<file path="config.mk">
export PLATFORM = sky130hd
export DESIGN_NAME = ram_mfa_ctrl
export DESIGN_NICKNAME = d
export VERILOG_FILES = /design/src/rtl/ram_ctrl_pkg.sv /design/src/rtl/ram256x8_core.sv /design/src/rtl/ram_mfa_ctrl.sv
export SDC_FILE = /design/constraint.sdc
export NUM_CORES = 2
export LEC_CHECK = 0
export BUFFER_PORTS_ARGS = -buffer_cell sky130_fd_sc_hd__buf_2
export CELL_PAD_IN_SITES_DETAIL_PLACEMENT = 0
export CELL_PAD_IN_SITES_GLOBAL_PLACEMENT = 1
export CORE_MARGIN = 2
export CORE_UTILIZATION = 59
export DETAILED_ROUTE_END_ITERATION = 7
export PLACE_DENSITY_LB_ADDON = 0.1
export REMOVE_ABC_BUFFERS = 1
export SLEW_MARGIN = 20
export SYNTH_ARGS = -nofsm -noshare
export SYNTH_HDL_FRONTEND = slang
export SYNTH_HIERARCHICAL = 1
export SYNTH_SLANG_ARGS = --single-unit
export TNS_END_PERCENT = 30
</file>
<file path="constraint.sdc">
create_clock -name CLK -period 11.6 [get_ports CLK]
set_input_delay 1.16 -clock CLK [delete_from_list [all_inputs] [get_ports CLK]]
set_output_delay 1.16 -clock CLK [all_outputs]
set_load 0.02 [all_outputs]
</file>
<file path="src/rtl/ram_ctrl_pkg.sv">
// Shared types for the MFA/MOC byte-addressable RAM controller.
// SIZE encodings, FSM states and the default BUSY wait length.
package ram_ctrl_pkg;

  typedef enum logic [1:0] {
    SZ_BYTE = 2'b00,
    SZ_HALF = 2'b01,
    SZ_WORD = 2'b10,
    SZ_RSVD = 2'b11
  } size_e;

  typedef enum logic [1:0] {
    IDLE,
    BUSY,
    DONE
  } state_e;

  localparam int WAIT_CYCLES_DEF = 1;

endpackage

</file>
<file path="src/rtl/ram256x8_core.sv">
// 256x8 storage, four big-endian byte lanes per word row.
// Lane 3 (wdata[31:24]) is the lowest byte address of the row.
module ram256x8_core (
  input  logic        CLK,
  input  logic [5:0]  wa,
  input  logic [3:0]  we,
  input  logic [31:0] wdata,
  output logic [31:0] rdata
);

  logic [7:0] mem [256];

  always_ff @(posedge CLK) begin
    for (int j = 0; j < 4; j++) begin
      if (we[j]) begin
        mem[{wa, 2'(3 - j)}] <= wdata[8*j +: 8];
      end
    end
  end

  always_comb begin
    rdata = '0;
    for (int j = 0; j < 4; j++) begin
      rdata[8*j +: 8] = mem[{wa, 2'(3 - j)}];
    end
  end

endmodule

</file>
<file path="src/rtl/ram_mfa_ctrl.sv">
// MFA/MOC handshake RAM controller: IDLE -> BUSY -> DONE.
// RAM_ALIGN_CHECK_EN enables alignment/SIZE error reporting on ERR.
module ram_mfa_ctrl
  import ram_ctrl_pkg::*;
#(
  parameter int WAIT_CYCLES = WAIT_CYCLES_DEF
) (
  input  logic        CLK,
  input  logic        CLR,
  input  logic        MFA,
  input  logic        RW,
  input  logic [1:0]  SIZE,
  input  logic [7:0]  ADDR,
  input  logic [31:0] DIN,
  output logic [31:0] DOUT,
  output logic        MOC,
  output logic        ERR
);

  localparam logic [3:0] LAST = 4'(WAIT_CYCLES - 1);

  state_e      state, state_n;
  logic [3:0]  cnt, cnt_n;
  logic        moc_n, err_n;
  logic [31:0] dout_n;
  logic        accept;

  logic        rw_q;
  size_e       sz_q;
  logic [7:0]  a_q;
  logic [31:0] d_q;

  logic        bad;
  size_e       esz;
  logic [7:0]  ea;
  logic [1:0]  lane;
  logic [3:0]  we_l, we;
  logic [31:0] wd, rdata, rd;

  always_comb begin
    esz = sz_q;
    ea  = a_q;
`ifdef RAM_ALIGN_CHECK_EN
    bad = (sz_q == SZ_HALF && a_q[0])
       || (sz_q == SZ_WORD && a_q[1:0] != 2'b00)
       || (sz_q == SZ_RSVD);
`else
    bad = 1'b0;
    if (sz_q == SZ_RSVD) esz = SZ_WORD;
    if (esz == SZ_HALF) ea[0] = 1'b0;
    if (esz == SZ_WORD) ea[1:0] = 2'b00;
`endif
  end

  // byte offset k sits on lane 3-k
  assign lane = ~ea[1:0];

  always_comb begin
    we_l = 4'b1111;
    wd   = d_q;
    rd   = rdata;
    unique case (1'b1)
      esz == SZ_BYTE: begin
        we_l = 4'b1000 >> ea[1:0];
        wd   = {4{d_q[7:0]}};
        rd   = {24'h0, rdata[{lane, 3'b000} +: 8]};
      end
      esz == SZ_HALF: begin
        we_l = ea[1] ? 4'b0011 : 4'b1100;
        wd   = {2{d_q[15:0]}};
        rd   = {16'h0, ea[1] ? rdata[15:0] : rdata[31:16]};
      end
      default: begin
        we_l = 4'b1111;
        wd   = d_q;
        rd   = rdata;
      end
    endcase
  end

  always_comb begin
    state_n = state;
    cnt_n   = cnt;
    moc_n   = MOC;
    err_n   = ERR;
    dout_n  = DOUT;
    accept  = 1'b0;
    we      = 4'b0000;
    unique case (state)
      IDLE: begin
        if (MFA) begin
          accept  = 1'b1;
          cnt_n   = '0;
          state_n = BUSY;
        end
      end
      BUSY: begin
        if (!MFA) begin
          state_n = IDLE;
        end else if (cnt == LAST) begin
          state_n = DONE;
          moc_n   = 1'b1;
          err_n   = bad;
          if (bad) dout_n = '0;
          else if (rw_q) dout_n = rd;
          else we = we_l;
        end else begin
          cnt_n = cnt + 4'd1;
        end
      end
      DONE: begin
        if (!MFA) begin
          state_n = IDLE;
          moc_n   = 1'b0;
          err_n   = 1'b0;
        end
      end
      default: state_n = IDLE;
    endcase
  end

  always_ff @(posedge CLK or negedge CLR) begin
    if (!CLR) begin
      state <= IDLE;
      cnt   <= '0;
      MOC   <= 1'b0;
      ERR   <= 1'b0;
      DOUT  <= '0;
      rw_q  <= 1'b0;
      sz_q  <= SZ_BYTE;
      a_q   <= '0;
      d_q   <= '0;
    end else begin
      state <= state_n;
      cnt   <= cnt_n;
      MOC   <= moc_n;
      ERR   <= err_n;
      DOUT  <= dout_n;
      if (accept) begin
        rw_q <= RW;
        sz_q <= size_e'(SIZE);
        a_q  <= ADDR;
        d_q  <= DIN;
      end
    end
  end

  ram256x8_core u_core (
    .CLK   (CLK),
    .wa    (ea[7:2]),
    .we    (we),
    .wdata (wd),
    .rdata (rdata)
  );

endmodule

</file>
Word level (Yosys, flattened, before mapping)
Memories as Yosys holds them, arrays and structs flattened.
Index checks and enable logic that the tools add are counted.
{"block": "word_totals", "regBits": 83, "output_inout_bits": 34, "mem_bits_rw": 2048, "inputBits": 46, "elab_cells": 72, "memories": 1}
{"memory": "u_core.mem", "words": 256, "word_bits": 8, "read_ports": 4, "rd_clocked_by_memory_dff": 0, "write_ports": 4, "line_no": "ram256x8_core.sv:11", "source": "logic [7:0] mem [256];"}
{"block": "op_classes", "n_shift": 2, "n_eq_ne": 11, "n_mux": 38, "addsub": 1, "bitwise_logic": 1, "n_reduce_logical": 9}
{"cell": "32-bit one-hot mux with 2 select lines", "count": 2}
{"cell": "4-bit two-way mux", "count": 8}
{"cell": "32-bit by 6-bit indexed part select with 8-bit output", "count": 1}
{"cell": "1-bit two-way mux", "count": 16}
{"cell": "16-bit two-way mux", "count": 1}
{"cell": "4-bit one-hot mux with 2 select lines", "count": 2}
{"cell": "2-bit two-way mux", "count": 6}
{"cell": "4-bit AND reduction", "count": 3}
{"cell": "2-bit != test, second input constant", "count": 5}
{"cell": "2-bit equality test, second input constant", "count": 3}
{"cell": "2-bit one-hot mux with 3 select lines", "count": 1}
{"cell": "4-bit by 1-bit adder with 4-bit output, second input constant", "count": 1}
{"cell": "2-bit by 1-bit equality test with 1-bit output, second input constant", "count": 2}
{"cell": "2-bit zero test", "count": 2}
{"cell": "4-bit zero test", "count": 1}
{"cell": "1-bit one-hot mux with 2 select lines", "count": 2}
{"cell": "2-bit nonzero test", "count": 2}
{"cell": "4-bit by 2-bit >> shifter with 4-bit output, first input constant", "count": 1}
{"cell": "3-bit != test, second input constant", "count": 1}
{"cell": "3-bit AND reduction", "count": 1}
{"cell": "2-bit NOT", "count": 1}

Depth between registers and ports, before layout
{"block": "depth", "word_depth": 13, "mapped_depth": 14, "mapped_depth_nobuf": 9}

Cells and area by module
Netlist, hierarchy kept.
{"mod": "ram256x8_core", "seq_area_each_um2": 61499.0, "cells_per_inst": 4449, "n_inst": 1, "area_per_inst_um2": 78358.9}
{"mod": "ram_mfa_ctrl", "seq_area_each_um2": 2052.0, "cells_per_inst": 394, "n_inst": 1, "area_per_inst_um2": 4292.9}

Worst setup path after synthesis
No wires, ideal clock.
{"block": "synth_timing", "path_kind": "register to register", "start": "register d_q[0]", "end": "memory u_core.mem[0][0], data pin", "slack_ps": 7117, "setup_ps": 702, "n_path_buf": 0, "path_stages_with_launch": 3, "t_required_ps": 10898, "synth_period_minus_slack_ps": 4483, "arrival_ps": 3781, "cell_sequence": "dfrtp_1 > mux2i_1 > o21ai_0"}
{"item": "start: declaration", "line_no": "ram_mfa_ctrl.sv:31", "source": "logic [31:0] d_q;"}
{"item": "start signal: assignment", "line_no": "ram_mfa_ctrl.sv:132", "source": "d_q <= '0;"}
{"item": "start signal: assignment", "line_no": "ram_mfa_ctrl.sv:143", "source": "d_q <= DIN;"}
{"item": "end: declaration", "line_no": "ram256x8_core.sv:11"}

Worst setup path in the final report
{"block": "layout_timing", "start": "register a_q[3]", "end": "register DOUT[0]"}
{"block": "layout_via", "elab_chain_cells": 3, "word_cells_on_any_way": 4, "classes_between": "1 x shift; 2 x mux; 1 x memory"}
{"item": "start: declaration", "line_no": "ram_mfa_ctrl.sv:30", "source": "logic [7:0] a_q;"}
{"item": "start signal: assignment", "line_no": "ram_mfa_ctrl.sv:131", "source": "a_q <= '0;"}
{"item": "start signal: assignment", "line_no": "ram_mfa_ctrl.sv:142", "source": "a_q <= ADDR;"}
{"item": "memory 256 x 8 bit"}
{"item": "via rdata[24]", "line_no": "ram_mfa_ctrl.sv:38", "source": "logic [31:0] wd, rdata, rd;"}
{"item": "32-bit by 6-bit indexed part select with 8-bit output", "line_no": "ram_mfa_ctrl.sv:66", "source": "rd = {24'h0, rdata[{lane, 3'b000} +: 8]};"}
{"item": "32-bit one-hot mux with 2 select lines", "line_no": "ram_mfa_ctrl.sv:62", "source": "unique case (1'b1)"}
{"item": "end signal: assignment", "line_no": "ram_mfa_ctrl.sv:138", "source": "DOUT <= dout_n;"}
{"item": "end: declaration", "line_no": "ram_mfa_ctrl.sv:15", "source": "output logic [31:0] DOUT,"}
The timed path passes the listed nets, and every way through them passes these cells.
A chain may end at the register's enable or synchronous reset.

==> impl_metrics.py <==
metrics = {
    "status": {
        "status": "finished, final reports clean",
    },
    "global_route": {
        "grt.total_usage": 0.3417,
        "antenna_found_initial": 5,
        "grt_pass1_wl_mm": 343.4,
        "first_global_vias": 45985,
        "grt_max_degree": 102,
        "grt_remaining_overflow": 0,
    },
    "setup_path": {
        "path_delay_family": "simple AND/OR/NAND/NOR gates",
        "critPathCaptureType": "register",
        "cp_max_fo": 36,
        "cp-start-kind": "register",
        "critPathLaunch": "a_q[3]",
        "critPathKind": "register to register",
        "cp_data_required_time_ns": 12.26,
        "cp.arrival_ns": 6.13,
        "worst_path_largest_cell_delay_ns": 1.04,
        "slowest_stage": "nand2b_2",
        "reg2reg_from": "a_q[3]",
        "path_cells": "buf_4 -> nand2b_2 -> nor2_2 -> buf_4 -> a22oi_1 -> a21oi_1 -> o41ai_1 -> nand4_1 -> mux2_2 -> a22oi_1 -> a31oi_1",
        "critical_path.n_buffers_inverters": 2,
    },
    "drt": {
        "ant_nets": 0,
        "wl_per_cell_um": 35.17,
        "drc": 0,
        "drt_wl_total_mm": 244.2,
        "vias": 48885,
        "via_per_inst": 7.039,
        "dr.pass1.iters": 8,
        "initialDrtViolationCount": 7358,
    },
    "synthesis": {
        "netlist_instances": 4843,
        "synth_cell_types": 66,
        "yosys_warnings": 6,
        "ys_ff_latch": 2130,
        "synth_edf_count": 2048,
        "synth-main-ff-cell": "edfxtp_1",
        "ys_seq_area_frac": 0.7689,
        "synthArstFlopShare": 0.03850,
        "synth_area_per_cell_um2": 17.07,
        "syn_area_um2": 82650,
    },
    "pwr": {
        "p_comb_frac": 0.352,
        "peakVddDrop_uv": 384.6,
        "power-per-cell-area_nw_per_um2": 290.2,
        "p_sw_mw": 10.09,
        "cellLeakagePower_nw": 29.03,
        "internal-power_mw": 16.45,
        "sw_frac_of_total": 0.3803,
        "seqPwrFrac": 0.399,
        "pwr-share-clk": 0.249,
        "power_mw": 26.54,
    },
    "timing": {
        "min_period_ns": 5.468,
        "worst_hold_slack_ns": 0.2881,
        "rsz0062_at_grt": "false",
        "finalSetupViolCount": 0,
        "skew_ns": 0.01854,
        "worst_slew_pin_slew_ns": 1.205,
        "tns_ns": 0,
        "fin_ws_ns": 6.132,
        "relSlewSlack": 0.1969,
        "fmaxAchievable_mhz": 182.9,
        "finalMaxSlewViolations": 0,
        "period_share": 0.4714,
        "hold_viol": 0,
    },
    "floorplan": {
        "rows": 137,
        "die-height_um": 378.3,
        "core_um2": 139400,
        "dieArea_um2": 143100,
        "die-width_um": 378.3,
        "start_util": 0.5931,
        "io_pins": 80,
    },
    "place": {
        "dpl_cell_area_um2": 84820,
        "dp_hpwl_mm": 145.4,
        "place_congestion": 0.8723,
        "io_buffers": 78,
        "place_ws_ns": 6.301,
    },
    "clock_tree": {
        "post_cts_resized": 0,
        "cts.sinks": 2130,
        "cts_tree": "built",
        "clk_pin_slew_ns": 0.06,
        "worst_skew_pair.late_latency_ns": 0.84,
        "cts_inserted_buffers": 208,
        "clock_path_buffers": 3,
        "postCtsSetupBuffers": 0,
        "htree_levels": 4,
        "holdBufCountCts": 0,
        "cts-root-buf": "clkbuf_16",
    },
    "min_path": {
        "hp-class": "input port to async pin",
    },
    "flow_run": {
        "cap_violations": 0,
    },
    "finish": {
        "final_nets": 4944,
        "final_layout_size_suffix_gt1_frac": 0.1431,
        "layout_common_cells": "edfxtp_1, nor2_1, a22oi_1",
        "nFillCells": 9560,
        "final_area_um2": 91450,
        "syn_to_final_growth_pct": 10.65,
        "layout_commonest_cell": "edfxtp_1",
    },
}
-- Yosys cell counts, drive strengths merged (8+ instances only) --
master	n	area, um^2
a21oi	83	415.4
a221o	30	300.3
a221oi	279	2444
a222oi	15	150.1
a22o	30	262.8
a22oi	282	2117
a31oi	53	331.6
and2	20	125.1
and3	17	106.4
buf	205	1249
clkbuf	158	593.1
dfrtp	82	2052
edfxtp	2048	61500
inv	23	86.33
mux2	104	1171
mux2i	257	2572
mux4	72	1622
nand2	108	405.4
nand3	8	40.04
nand4	18	112.6
nor2	434	1634
nor2b	11	68.82
nor3	27	145.1
nor3b	18	140.1
o2111ai	14	122.6
o211a	13	130.1
o21ai	154	770.7
o221ai	46	402.9
o22ai	163	1020
or4	16	120.1
-- layer usage --
layer	wire length (um)	vias up	part of all wire	track usage
li1	-	19926	-	-
met4	7378	2	0.030	0.1032
met3	31760	400	0.13	0.08420
met2	108200	3380	0.44	0.4977
met5	12	-	0.000049	0
met1	96910	25177	0.40	0.5146
-- path summary, 6_finish.rpt --
path                                  to  slack [ns]  depth (start not counted)
max in group asynchronous         a_q[4]       10.13                          2
worst min register to register   d_q[20]        0.50                          1
worst max-delay path             DOUT[0]        6.13                         11
worst min-delay path            state[0]        0.29                          1
worst max register to register   DOUT[0]        6.13                         11
min in group CLK                 d_q[20]        0.50                          1
-- state kept, by name, summed over array words and instances (netlist names) --
name / cells
u_core/mem: 2048
DOUT: 32
d_q: 32
a_q: 8
cnt: 4
state: 2
sz_q: 2
MOC: 1
rw_q: 1
-- cell families (layout without fill, tap and decap cells) --
group,after synthesis,count (layout),synth area share
AOI/OAI and AO/OA,1188,1188,0.1051
adders and majority gates,2,2,0.0003027
buffers and inverters,386,609,0.02333
DFF,2130,2130,0.7689
muxes,433,433,0.06491
other,1,4,0.00004537
and+or+nand+nor,703,703,0.03742
-- layout make-up --
cell class / instances / area [um^2] / area share
repair buffers: 206 / 1379 / 0.01508
clock inverters: 107 / 1011 / 0.01105
diodes: 3 / 7.507 / 0.00008209
well taps: 1876 / 2347 / 0.02567
multi-input cells: 2327 / 17420 / 0.1905
inverters: 23 / 93.84 / 0.001026
clock buffers: 273 / 5615 / 0.06140
flip-flops and latches: 2130 / 63580 / 0.6952
-- power groups by stage --
stage               clock network, mW  registers (mW)  logic (mW)
floorplan                           0            11.2        4.92
global placement                    0            10.7        9.01
detailed placement                  0            10.7        9.11
CTS                              6.68            10.6        9.13
global route                     6.97            10.6        9.64
finish                           6.62            10.6        9.34
-- metrics by stage --
step                cells    util
floorplan            4480       -
global placement     6562  0.6086
detailed placement   6562  0.6086
CTS                  6942  0.6562
global route         6942  0.6562
finish               6945  0.6562
Power figures use the tool's default switching activity.
